[src/rtl/button_defs.sv]
// Shared definitions for the button/LED front end: FSM state codes and the
// 100 ms tick constant that the debouncer and the blink driver both default to.
package button_defs;

  localparam logic [1:0] IDLE = 2'b00;
  localparam logic [1:0] ON   = 2'b01;
  localparam logic [1:0] OFF  = 2'b10;

  localparam logic [23:0] TICKS_100MS = 24'd10_000_000;

endpackage

[src/rtl/led_blink_driver_dwell_timer.sv]
// Dwell counter: counts up from 0 while enabled and holds at a runtime-selected
// limit, flagging terminal count so the owner can change state and clear it.
module dwell_timer #(
  parameter int CNT_W = 24
) (
  input  logic             clk,
  input  logic             reset,
  input  logic             clear,
  input  logic             enable,
  input  logic [CNT_W-1:0] limit,
  output logic             done
);

  logic [CNT_W-1:0] count_reg;

  always_ff @(posedge clk) begin
    if (!reset) begin
      count_reg <= '0;
    end else if (clear) begin
      count_reg <= '0;
    end else if (enable && !done) begin
      count_reg <= count_reg + 1'b1;
    end
  end

  assign done = (count_reg == limit);

endmodule

[src/rtl/led_blink_driver.sv]
// Turns 1-cycle event pulses into visible LED blinks (ON then a guaranteed dark
// gap), queueing pulses that arrive mid-blink in a saturating pending counter.
module led_blink_driver
  import button_defs::*;
#(
  parameter int ON_CYCLES  = int'(TICKS_100MS),
  parameter int OFF_CYCLES = int'(TICKS_100MS),
  parameter int CNT_W      = 24,
  parameter int PEND_W     = 4
) (
  input  logic              clk,
  input  logic              reset,
  input  logic              pulse_in,
  output logic              led_out,
  output logic              busy,
  output logic [PEND_W-1:0] pending,
  output logic              overflow
);

  localparam logic [CNT_W-1:0]  ON_LIMIT  = CNT_W'(ON_CYCLES - 1);
  localparam logic [CNT_W-1:0]  OFF_LIMIT = CNT_W'(OFF_CYCLES - 1);
  localparam logic [PEND_W-1:0] PEND_MAX  = '1;

  logic [1:0]        state_reg, state_next;
  logic              led_reg, led_next;
  logic              busy_reg, busy_next;
  logic [PEND_W-1:0] pending_reg, pending_next;
  logic              overflow_reg, overflow_next;

  logic              timer_en, timer_clear, timer_done;
  logic [CNT_W-1:0]  timer_limit;
  logic              pend_inc, pend_dec;

  // The counter runs only in ON/OFF and restarts from 0 at every phase change.
  assign timer_en    = (state_reg == ON) || (state_reg == OFF);
  assign timer_clear = !timer_en || timer_done;
  assign timer_limit = (state_reg == ON) ? ON_LIMIT : OFF_LIMIT;

  dwell_timer #(
    .CNT_W (CNT_W)
  ) u_dwell_timer (
    .clk    (clk),
    .reset  (reset),
    .clear  (timer_clear),
    .enable (timer_en),
    .limit  (timer_limit),
    .done   (timer_done)
  );

  always_ff @(posedge clk) begin
    if (!reset) begin
      state_reg    <= IDLE;
      led_reg      <= 1'b0;
      busy_reg     <= 1'b0;
      pending_reg  <= '0;
      overflow_reg <= 1'b0;
    end else begin
      state_reg    <= state_next;
      led_reg      <= led_next;
      busy_reg     <= busy_next;
      pending_reg  <= pending_next;
      overflow_reg <= overflow_next;
    end
  end

  always_comb begin
    state_next = state_reg;
    case (state_reg)
      IDLE:    if (pulse_in || (pending_reg != '0)) state_next = ON;
      ON:      if (timer_done) state_next = OFF;
      OFF:     if (timer_done) state_next = (pending_reg != '0) ? ON : IDLE;
      default: state_next = IDLE;
    endcase
  end

  // A pulse and a blink start in the same cycle cancel, leaving pending as is.
  always_comb begin
    pend_inc      = pulse_in && timer_en;
    pend_dec      = (pending_reg != '0) &&
                    (((state_reg == IDLE) && !pulse_in) ||
                     ((state_reg == OFF) && timer_done));
    pending_next  = pending_reg;
    overflow_next = overflow_reg;
    if (pend_inc && !pend_dec) begin
      if (pending_reg == PEND_MAX) overflow_next = 1'b1;
      else                         pending_next  = pending_reg + 1'b1;
    end else if (pend_dec && !pend_inc) begin
      pending_next = pending_reg - 1'b1;
    end
    led_next  = (state_next == ON);
    busy_next = (state_next == ON) || (state_next == OFF);
  end

  assign led_out  = led_reg;
  assign busy     = busy_reg;
  assign pending  = pending_reg;
  assign overflow = overflow_reg;

endmodule

[config.mk]
export PLATFORM = sky130hd
export DESIGN_NAME = led_blink_driver
export DESIGN_NICKNAME = d
export VERILOG_FILES = /design/src/rtl/button_defs.sv /design/src/rtl/led_blink_driver_dwell_timer.sv /design/src/rtl/led_blink_driver.sv
export SDC_FILE = /design/constraint.sdc
export NUM_CORES = 1
export LEC_CHECK = 0
export ABC_AREA = 1
export CAP_MARGIN = 20
export CORE_ASPECT_RATIO = 1.25
export CORE_MARGIN = 4
export CORE_UTILIZATION = 59
export CTS_BUF_LIST = sky130_fd_sc_hd__clkbuf_8 sky130_fd_sc_hd__clkbuf_16
export CTS_CLUSTER_SIZE = 20
export DETAILED_ROUTE_END_ITERATION = 10
export PLACE_DENSITY = 0.77
export SYNTH_ARGS = -nofsm -noshare
export SYNTH_HDL_FRONTEND = slang
export SYNTH_SLANG_ARGS = --single-unit
[constraint.sdc]
create_clock -name clk -period 2.4 [get_ports clk]
set_input_delay 0.48 -clock clk [delete_from_list [all_inputs] [get_ports clk]]
set_output_delay 0.48 -clock clk [all_outputs]
set_load 0.005 [all_outputs]
[Word-level counts from Yosys, hierarchy flattened]
Cells that the tools add are included.
Operators by class
  add/sub/neg operators: 3
  equality and inequality tests: 7
  multiplexer cells: 8
  bitwise gates (word level): 1
  reductions and logical operators: 23
Operators with widths (count)
  24-bit by 1-bit adder with 24-bit output (second input constant): 1
  24-bit == test (second input constant): 1
  4-bit two-way mux: 3
  1-bit logical AND: 7
  2-bit two-way mux: 3
  2-bit case mux with 3 select lines: 1
  1-bit logical NOT: 5
  1-bit logical OR: 5
  4-bit by 1-bit adder with 4-bit output (second input constant): 1
  2-bit by 1-bit == test with 1-bit output (second input constant): 2
  2-bit == test (second input constant): 2
  4-bit == test (second input constant): 1
  2-bit AND reduction: 2
  4-bit nonzero test: 1
  4-bit by 1-bit subtractor with 4-bit output (second input constant): 1
  2-bit logical NOT: 1
  2-bit != test (second input constant): 1
  2-bit nonzero test: 1
  2-bit OR reduction: 1
  1-bit two-way mux: 1
  1-bit inverter: 1
Storage, ports and cells
  bits in registers: 33
  bits of input ports: 3
  output and inout port bits: 7

[Longest topological paths before layout]
Gate-level depths: netlist of run 1.
  word-level depth: 8
  mapped depth: 17

[Hierarchy]
A second synthesis of run 1 with hierarchy kept.
Second synthesis, totals
  cells, all modules: 412
  area, all modules: 2388.5 um^2
Modules (own cells, without submodules)
  dwell_timer: instances 1, cells an instance 326, area each 1751.7 um^2
  led_blink_driver: instances 1, cells an instance 86, area each 636.9 um^2

[Least setup slack after synthesis of run 1]
OpenSTA, ideal clock, no wires.
  path type: reg2reg
  start point: register u_dwell_timer.count_reg[0]
  end point: register pending_reg[3] (netlist: pending[3])
  library setup time: 0.113 ns
  data arrival time: 2.093 ns
  required time: 2.287 ns
  setup slack: 0.195 ns
  cell stages (with the launch flop): 17
  period minus slack after synthesis: 2.205 ns
  cell sequence: dfxtp_1 -> ha_1 -> nand2_1 -> nor2_4 -> nand2_1 -> nor2_2 -> nand3_2 -> nand3_1 -> ha_1 -> nand2_1 -> nand2_1 -> a31oi_1 -> nand4_1 -> nand2_1 -> nor2_1 -> nor2_1 -> nor2_1
On the way
  longest elaborated chain between the ends: 8
RTL lines
  from (decl): line led_blink_driver_dwell_timer.sv:14  | logic [CNT_W-1:0] count_reg;
  from (signal assigned): line led_blink_driver_dwell_timer.sv:22  | count_reg <= count_reg + 1'b1;
  24-bit == test (*): line led_blink_driver_dwell_timer.sv:26  | assign done = (count_reg == limit);
  1-bit logical AND (*): line led_blink_driver.sv:81  | ((state_reg == OFF) && timer_done));
  1-bit logical OR (*): line led_blink_driver.sv:80  | (((state_reg == IDLE) && !pulse_in) ||
  1-bit logical AND (*): line led_blink_driver.sv:79  | pend_dec = (pending_reg != '0) &&
  1-bit logical NOT: line led_blink_driver.sv:84  | if (pend_inc && !pend_dec) begin
  1-bit logical AND: line led_blink_driver.sv:84
  2-bit != test (no line) / 2-bit nonzero test (equally long branches)
  2-bit AND reduction (no line)
  to (signal assigned): line led_blink_driver.sv:61  | pending_reg <= pending_next;
  to (decl): line led_blink_driver.sv:27  | logic [PEND_W-1:0] pending_reg, pending_next;
Every way passes the cells marked *; elsewhere a longest branch is shown, timed or not.
A chain may end at the register's enable or synchronous reset.

[Final worst setup path of run 1]
  start point: register state_reg[1]
  end point: register pending_reg[3] (netlist: pending[3])
On the way
  longest elaborated chain between the ends: 8
RTL lines
  from (decl): line led_blink_driver.sv:24  | logic [1:0] state_reg, state_next;
  from (signal assigned): line led_blink_driver.sv:58  | state_reg <= state_next;
  2-bit == test / 2-bit logical NOT (equally long branches): line led_blink_driver.sv:35, led_blink_driver.sv:81, led_blink_driver.sv:80
  1-bit logical AND, on equally long branches: line led_blink_driver.sv:81, led_blink_driver.sv:80
  1-bit logical OR: line led_blink_driver.sv:80
  1-bit logical AND: line led_blink_driver.sv:79
  1-bit logical NOT: line led_blink_driver.sv:84
  1-bit logical AND: line led_blink_driver.sv:84
  2-bit != test (no line) / 2-bit nonzero test (equally long branches)
  2-bit AND reduction (no line)
Parallel ways exist; a longest one is shown, timed or not.

==> results_tabular.tex, run 1 <==
\begin{tabular}{lr}
\hline
Metric & Value \\
\hline
\multicolumn{2}{l}{\textbf{Critical path}} \\
Terminus of the critical flop-to-flop path & pending[3] \\
Arr. time, crit path & 2380 ps \\
R2R setup slack & 210 ps \\
Startpoint of the lowest-slack register-to-register path & state\_reg[1] \\
Worst path required time & 2590 ps \\
Cell depth of the worst flop-to-flop path & 14 \\
Maximum fanout along the worst path & 4 \\
Startpoint type of the worst setup path & register \\
Type of destination of the critical path & register \\
Worst setup path class & register to register \\
\multicolumn{2}{l}{\textbf{GRT}} \\
Initial antenna violation count & 0 \\
Via count of the first global-routing pass & 1,545 \\
First-pass GRT wire length & 6350 um \\
Global-route usage over all layers & 19.6\% \\
Congestion Overflow GR & 0 \\
Maximum number of pins on one net before global-route repair & 12 \\
\multicolumn{2}{l}{\textbf{STA}} \\
Count of final setup violators & 0 \\
Fraction of the cycle the final worst path needs & 91.1\% \\
Relative slew margins & 81.3\% \\
Post-route worst setup slack & 214 ps \\
Minimum clock period after layout & 2190 ps \\
Setup Skew & 13.9 ps \\
Total count of max-transition violations in the final report & 0 \\
Transition at the pin with the smallest max-transition slack & 279 ps \\
Final hold vios & 0 \\
Maximum frequency from static timing analysis & 0.457 GHz \\
\multicolumn{2}{l}{\textbf{Placed design}} \\
Post-DP HPWL & 2720 um \\
Global placer's final weighted congestion & 0.865 \\
Number of buffers added on ports & 9 \\
Worst slack, placed & -54.7 ps \\
\multicolumn{2}{l}{\textbf{Floorplan}} \\
Die Width & 57.6 um \\
Initial cell density of the core & 61.6\% \\
Die span in y & 70 um \\
Placement Rows & 22 \\
Top-Level Pins & 10 \\
Die ar. & 4030 um2 \\
Core area & 2950 um2 \\
\multicolumn{2}{l}{\textbf{Clocking}} \\
Maximum clock insertion buffer count & 2 \\
Number of buffers created by CTS & 5 \\
Register clock-pin slew on the reported worst setup and hold paths & 70 ps \\
Clock insertion delay at the later pin of the skew report & 290 ps \\
Number of sinks driven by the clock tree & 33 \\
Count of H-tree levels built during CTS & 2 \\
Clock tree from TritonCTS & yes \\
CTS root buffer & sky130\_fd\_sc\_hd\_\_clkbuf\_8 \\
\multicolumn{2}{l}{\textbf{Outcome}} \\
Outcome & finished, final reports clean \\
\multicolumn{2}{l}{\textbf{Logic synthesis}} \\
Most used standard cell by instance count after synthesis & sky130\_fd\_sc\_hd\_\_nand2\_1 \\
Fraction of registers with async set or reset after synthesis & 0\% \\
Summed instance area of the synthesized netlist & 1810 um2 \\
Leading post-synthesis cells by cell area & sky130\_fd\_sc\_hd\_\_dfxtp\_1 36\%, sky130\_fd\_sc\_hd\_\_nand2\_1 8.9\%, sky130\_fd\_sc\_hd\_\_inv\_1 7.9\% \\
Mapped Avg Cell Area & 7.09 um2 \\
Simple-gate share of the synthesized area & 34.8\% \\
Xor/xnor share of the synthesized area & 1.45\% \\
Number of warnings printed during yosys synthesis & 0 \\
Synth unique cells & 30 \\
Combinational family with the most area after synthesis & simple AND/OR/NAND/NOR gates \\
Complex-gate fraction of the synthesized area & 11.0\% \\
Post-Syn Instances & 256 \\
Largest area contributor in the netlist & sky130\_fd\_sc\_hd\_\_dfxtp\_1 \\
Number of enable-type register cells in the synthesized netlist & 0 \\
Commonest cells post-synth & 43 x sky130\_fd\_sc\_hd\_\_nand2\_1, 38 x sky130\_fd\_sc\_hd\_\_inv\_1, 35 x sky130\_fd\_sc\_hd\_\_nor2\_1 \\
Part of the Yosys area used for sequential elements & 36.4\% \\
Proportion of synthesized area in mux cells & 0\% \\
Leading register cell type out of synthesis & sky130\_fd\_sc\_hd\_\_dfxtp\_1 \\
Post-synthesis adder-cell area fraction & 6.62\% \\
Flop and latch count out of synthesis & 33 \\
Nets in the synthesized netlist & 268 \\
Yosys top cell area share & 36.4\% \\
\multicolumn{2}{l}{\textbf{Route}} \\
Routed length per instance & 11.0 um \\
Routed wire length & 3470 um \\
DRT Pass-1 Iters & 4 \\
DRC viols & 0 \\
Via density per instance & 5.24 \\
Number of vias in the routed layout & 1,655 \\
Antenna-violating nets left & 0 \\
1st-iter DRT viols & 48 \\
\multicolumn{2}{l}{\textbf{Hold path}} \\
Worst Hold Endpoint & u\_dwell\_timer.count\_reg[0] \\
Origin of the worst min-delay path & u\_dwell\_timer.count\_reg[0] \\
Worst min-delay path class & register to register \\
Min-Delay Path Depth & 1 \\
\multicolumn{2}{l}{\textbf{Layout}} \\
Number of nets at the end of the flow & 291 \\
Diode insertion count for antenna repair & 0 \\
Number of flip-flops in the largest register & 24 \\
Ratio of cells with drive above 1 in the final layout & 16.8\% \\
Number of fillers in the final layout & 235 \\
Util after Layout & 72.0\% \\
Growth of design area from synthesis to finish & 16.8\% \\
\multicolumn{2}{l}{\textbf{Pwr}} \\
Total power & 1.69 mW \\
Power spent charging and discharging nets & 0.555 mW \\
Power per cell area & 797 nW/um2 \\
Switching part of the total power & 32.9\% \\
Sequential share of power & 37.9\% \\
Internal power summed over all cells & 1.13 mW \\
Share of total power in the clock network & 27.3\% \\
Leakage Power & 0.830 nW \\
Fraction of power consumed by combinational cells & 34.7\% \\
Worst IR Drop VDD & 0.000691 V \\
\multicolumn{2}{l}{\textbf{Job}} \\
Max-cap violations & 0 \\
\hline
\end{tabular}
[power groups by stage]
stage	clock [mW]	combinational (mW)	sequential, mW
6_report	0.462	0.587	0.641
5_1_grt	0.500	0.667	0.650
4_1_cts	0.476	0.575	0.641
3_5_place_dp	0	0.572	0.652
3_3_place_gp	0	0.565	0.653
2_1_floorplan	0	0.358	0.666
[timing repair]
action | CTS | global route
resized for setup | 0 | 8
hold buffers | 0 | 0
setup buffers | 0 | 0
endpoints found under the setup margin | 0 | 1
[per-layer routing]
layer | part of all wire (%) | vias up | track usage (%) | wire, um
met1 | 44 | 733 | 23.1 | 1540
met2 | 48 | 32 | 32.3 | 1670
met3 | 4.0 | 13 | 4.81 | 139
met4 | 3.3 | 0 | 9.54 | 113
li1 | - | 877 | - | -
met5 | 0 | - | 0 | 0
[critical path, cell delays in order (launching register included)]
cell,delay [ps]
sky130_fd_sc_hd__dfxtp_1,380
sky130_fd_sc_hd__inv_1,90
sky130_fd_sc_hd__ha_1,310
sky130_fd_sc_hd__nand2_1,80
sky130_fd_sc_hd__inv_1,90
sky130_fd_sc_hd__nand3_2,100
sky130_fd_sc_hd__ha_1,330
sky130_fd_sc_hd__nand2_1,80
sky130_fd_sc_hd__nand2_1,60
sky130_fd_sc_hd__a31oi_2,160
sky130_fd_sc_hd__nand4_1,140
sky130_fd_sc_hd__nand2_1,90
sky130_fd_sc_hd__nor2_1,40
sky130_fd_sc_hd__nor2_1,90
sky130_fd_sc_hd__nor2_1,50
[layout by cell type (no fill, tap or decap), types with 7 or more instances in the layout]
master / n
sky130_fd_sc_hd__a21oi_1: 17
sky130_fd_sc_hd__buf_4: 9
sky130_fd_sc_hd__clkbuf_8: 7
sky130_fd_sc_hd__clkdlybuf4s50_1: 9
sky130_fd_sc_hd__dfxtp_1: 30
sky130_fd_sc_hd__ha_1: 8
sky130_fd_sc_hd__inv_1: 37
sky130_fd_sc_hd__nand2_1: 42
sky130_fd_sc_hd__nand3_1: 12
sky130_fd_sc_hd__nand4_1: 10
sky130_fd_sc_hd__nor2_1: 34
sky130_fd_sc_hd__nor3_1: 7
sky130_fd_sc_hd__o21ai_0: 9
sky130_fd_sc_hd__o21ai_1: 8
[worst max-delay path by stage]
stage                                          start         end  slack (ps)  cells past startpoint
after floorplan           u_dwell_timer.count_reg[0]  pending[3]         190                     16
after global placement                      pulse_in  pending[3]          60                     13
after detailed placement                    pulse_in  pending[3]         -50                     13
after CTS                 u_dwell_timer.count_reg[0]  pending[3]         120                     16
after global routing                    state_reg[1]  pending[3]         -10                     14
final                                   state_reg[1]  pending[3]         210                     14
[cells by family (layout without fill, tap and decap cells)]
logic type	after synthesis	after routing
compound gates	38	38
xor+xnor	3	3
buf+inv	44	68
flops	33	33
fa+ha+maj	9	9
simple gates	129	129
[stage by stage]
step / setup TNS, ps / area (um2) / cells / hold slack (ps)
floorplan: 0 / 1810 / 256 / 430
global placement: 0 / 2000 / 308 / 445
detailed placement: -54.7 / 2000 / 308 / 447
CTS: 0 / 2100 / 316 / 463
global route: -14.9 / 2120 / 316 / 448
finish: 0 / 2120 / 316 / 428
[area by class of cell]
type | instances | area [um2] | share of cell area, %
clock buffers | 7 | 96.3 | 4.55
well taps | 36 | 45.0 | 2.13
multi-input cells | 179 | 993 | 46.9
flip-flops and latches | 33 | 664 | 31.3
clock inverters | 1 | 5.00 | 0.236
repair buffers | 18 | 158 | 7.44
inverters | 42 | 158 | 7.44
Note: power is estimated with default switching activity, not from simulation.
==> inputs of run 2 (changes only) <==
--- a/config.mk
+++ b/config.mk
@@ -8,7 +8,7 @@
 export ABC_AREA = 1
 export CAP_MARGIN = 20
 export CORE_ASPECT_RATIO = 1.25
-export CORE_MARGIN = 4
+export CORE_MARGIN = 2
 export CORE_UTILIZATION = 59
 export CTS_BUF_LIST = sky130_fd_sc_hd__clkbuf_8 sky130_fd_sc_hd__clkbuf_16
 export CTS_CLUSTER_SIZE = 20
==> run 2 against run 1 <==
  * Setup slack improved by 35 ps
  * Die area fell by 12%
  * Maximum frequency rose by 1.6%
  * Final cell count increased by 0.32%
  * Sequential cell count unchanged
  * Critical path type unchanged
==> results_tabular.tex, run 2 (same netlist as run 1, synthesis figures left out) <==
\begin{tabular}{lr}
\hline
Metric & Value \\
\hline
\multicolumn{2}{l}{\textbf{Layout}} \\
Most used cells in the layout excluding fill and tap cells & 42 x sky130\_fd\_sc\_hd\_\_nand2\_1, 39 x sky130\_fd\_sc\_hd\_\_inv\_1, 34 x sky130\_fd\_sc\_hd\_\_nor2\_1, 31 x sky130\_fd\_sc\_hd\_\_dfxtp\_1, 17 x sky130\_fd\_sc\_hd\_\_a21oi\_1 \\
Number of flip-flops in the largest register & 24 (unchanged) \\
Growth of design area from synthesis to finish & 18.0\% \\
Diode insertion count for antenna repair & 0 (unchanged) \\
Ratio of cells with drive above 1 in the final layout & 16.7\% (-0.060 points) \\
Most frequent standard cell in the layout excluding fill and tap cells & sky130\_fd\_sc\_hd\_\_nand2\_1 \\
Total non-filler cell area in the finished layout & 2140 um2 (+1.0\%) \\
Number of nets at the end of the flow & 293 (+0.69\%) \\
\multicolumn{2}{l}{\textbf{Route}} \\
Number of vias in the routed layout & 1,679 (+1.5\%) \\
DRC viols & 0 (unchanged) \\
Routed length per instance & 11.1 um (+1.4\%) \\
1st-iter DRT viols & 47 (-2.1\%) \\
DRT Pass-1 Iters & 4 (unchanged) \\
Via density per instance & 5.30 (+1.1\%) \\
Antenna-violating nets left & 0 (unchanged) \\
Routed wire length & 3530 um (+1.8\%) \\
\multicolumn{2}{l}{\textbf{Floorplan}} \\
Die ar. & 3540 um2 (-12\%) \\
Initial cell density of the core & 61.6\% (unchanged) \\
Top-Level Pins & 10 (unchanged) \\
Placement Rows & 22 (unchanged) \\
Core area & 2950 um2 (unchanged) \\
Die Width & 53.6 um (-6.9\%) \\
Die span in y & 66 um (-5.7\%) \\
\multicolumn{2}{l}{\textbf{Pwr}} \\
Fraction of power consumed by combinational cells & 37.1\% (+2.4 points) \\
Internal power summed over all cells & 1.11 mW (-1.7\%) \\
Worst IR Drop VDD & 0.000641 V (-7.2\%) \\
Sequential share of power & 38.7\% (+0.8 points) \\
Power per cell area & 779 nW/um2 (-2.3\%) \\
Power spent charging and discharging nets & 0.552 mW (-0.61\%) \\
Total power & 1.67 mW (-1.4\%) \\
Share of total power in the clock network & 24.2\% (-3.1 points) \\
Switching part of the total power & 33.1\% (+0.25 points) \\
Leakage Power & 0.832 nW (+0.31\%) \\
\multicolumn{2}{l}{\textbf{STA}} \\
Unrepaired setup endpoints after global routing & no \\
Relative slew margins & 82.1\% (+0.77 points) \\
Minimum clock period after layout & 2150 ps (-35.2 ps) \\
Fraction of the cycle the final worst path needs & 89.6\% (-1.5 points) \\
Count of final setup violators & 0 (unchanged) \\
Final hold vios & 0 (unchanged) \\
Maximum frequency from static timing analysis & 0.465 GHz (+1.6\%) \\
Transition at the pin with the smallest max-transition slack & 268 ps (-11.5 ps) \\
Setup Skew & 2.09 ps (-11.8 ps) \\
Total count of max-transition violations in the final report & 0 (unchanged) \\
\multicolumn{2}{l}{\textbf{Critical path}} \\
Startpoint of the lowest-slack register-to-register path & u\_dwell\_timer.count\_reg[0] \\
Arr. time, crit path & 2320 ps (-60 ps) \\
Worst path required time & 2570 ps (-20 ps) \\
Type of destination of the critical path & register \\
Worst setup path class & register to register \\
Startpoint type of the worst setup path & register \\
Launch point of the critical path & u\_dwell\_timer.count\_reg[0] \\
Maximum fanout along the worst path & 4 (unchanged) \\
\multicolumn{2}{l}{\textbf{GRT}} \\
Global-route usage over all layers & 24.3\% (+4.7 points) \\
Maximum number of pins on one net before global-route repair & 12 (unchanged) \\
First-pass GRT wire length & 6340 um (-0.20\%) \\
Congestion Overflow GR & 0 (unchanged) \\
Initial antenna violation count & 0 (unchanged) \\
Via count of the first global-routing pass & 1,596 (+3.3\%) \\
\multicolumn{2}{l}{\textbf{Clocking}} \\
Maximum clock insertion buffer count & 2 (unchanged) \\
Count of H-tree levels built during CTS & 2 (unchanged) \\
Clock insertion delay at the later pin of the skew report & 270 ps (-20 ps) \\
Register clock-pin slew on the reported worst setup and hold paths & 60 ps (about the same) \\
Clock tree from TritonCTS & yes \\
Number of buffers created by CTS & 5 (unchanged) \\
CTS root buffer & sky130\_fd\_sc\_hd\_\_clkbuf\_8 \\
Number of sinks driven by the clock tree & 33 (unchanged) \\
\multicolumn{2}{l}{\textbf{Hold path}} \\
Worst min-delay path class & register to register \\
Origin of the worst min-delay path & u\_dwell\_timer.count\_reg[23] \\
\multicolumn{2}{l}{\textbf{Placed design}} \\
Post-DP HPWL & 2650 um (-2.6\%) \\
Number of buffers added on ports & 9 (unchanged) \\
Cell Area, Placed & 1990 um2 (-0.38\%) \\
Global placer's final weighted congestion & 0.837 (-3.3\%) \\
\multicolumn{2}{l}{\textbf{Outcome}} \\
Outcome & finished, final reports clean \\
\multicolumn{2}{l}{\textbf{Job}} \\
Max-cap violations & 0 (unchanged) \\
\hline
\end{tabular}
-- run 2: routing by layer --
metal  vias to the layer above  part of all wire, %  GRT usage, %
met1                       762                   43          25.9
li1                        875                    -             -
met3                         8                  3.3          6.11
met5                         -                    0             0
met2                        34                   51          42.0
met4                         0                  2.6          14.1
-- run 2: area by class of cell --
class / instances / area (um2)
multi-input combinational: 179 / 1020
tap: 36 / 45.0
timing repair buffer: 20 / 173
clock inverter: 1 / 3.75
clock buffer: 6 / 82.6
sequential: 33 / 663
fill: 236 / 805
inverter: 42 / 158
-- run 2: path summary, 6_finish.rpt --
path | to | slack (ps) | cells past startpoint
max | pending[3] | 250 | 16
min reg2reg | u_dwell_timer.count_reg[23] | 470 | 2
min | u_dwell_timer.count_reg[23] | 470 | 2
max reg2reg | pending[3] | 250 | 16
-- run 2: critical path, stage by stage (launching register included) --
cell and delay, ps:
sky130_fd_sc_hd__dfxtp_2 350, sky130_fd_sc_hd__ha_2 190, sky130_fd_sc_hd__nand2_2 70, sky130_fd_sc_hd__nor2_4 140, sky130_fd_sc_hd__nand2_1 70, sky130_fd_sc_hd__nor2_2 120, sky130_fd_sc_hd__nand3_2 110, sky130_fd_sc_hd__nand3_4 120
sky130_fd_sc_hd__ha_4 210, sky130_fd_sc_hd__nand2_1 60, sky130_fd_sc_hd__nand2_1 60, sky130_fd_sc_hd__a31oi_2 160, sky130_fd_sc_hd__nand4_1 130, sky130_fd_sc_hd__nand2_1 90, sky130_fd_sc_hd__nor2_1 50, sky130_fd_sc_hd__nor2_1 70
sky130_fd_sc_hd__nor2_1 50
-- run 2: what timing repair did --
item,4_1_cts,5_1_grt
buffers inserted,0,3
hold buffers,0,0
gates resized for setup,0,9
endpoints found under the setup margin,0,1
-- run 2: per-stage QoR --
stage               setup WS [ps]  setup TNS, ps  util (%)  hold slack [ps]  cells
floorplan                     195              0         -              430    256
global placement             57.9              0      67.6              446    307
detailed placement          -27.5          -27.5      67.6              449    307
CTS                          90.9              0      70.5              464    314
global route                 20.9              0      72.7              501    317
finish                        249              0      72.7              473    317
-- run 2: power by group through the flow --
stage | Clock (mW) | Sequential (mW) | Combinational, mW
final | 0.403 | 0.645 | 0.619
after global routing | 0.433 | 0.652 | 0.718
after CTS | 0.416 | 0.640 | 0.577
after detailed placement | 0 | 0.651 | 0.573
after global placement | 0 | 0.653 | 0.565
after floorplan | 0 | 0.666 | 0.358
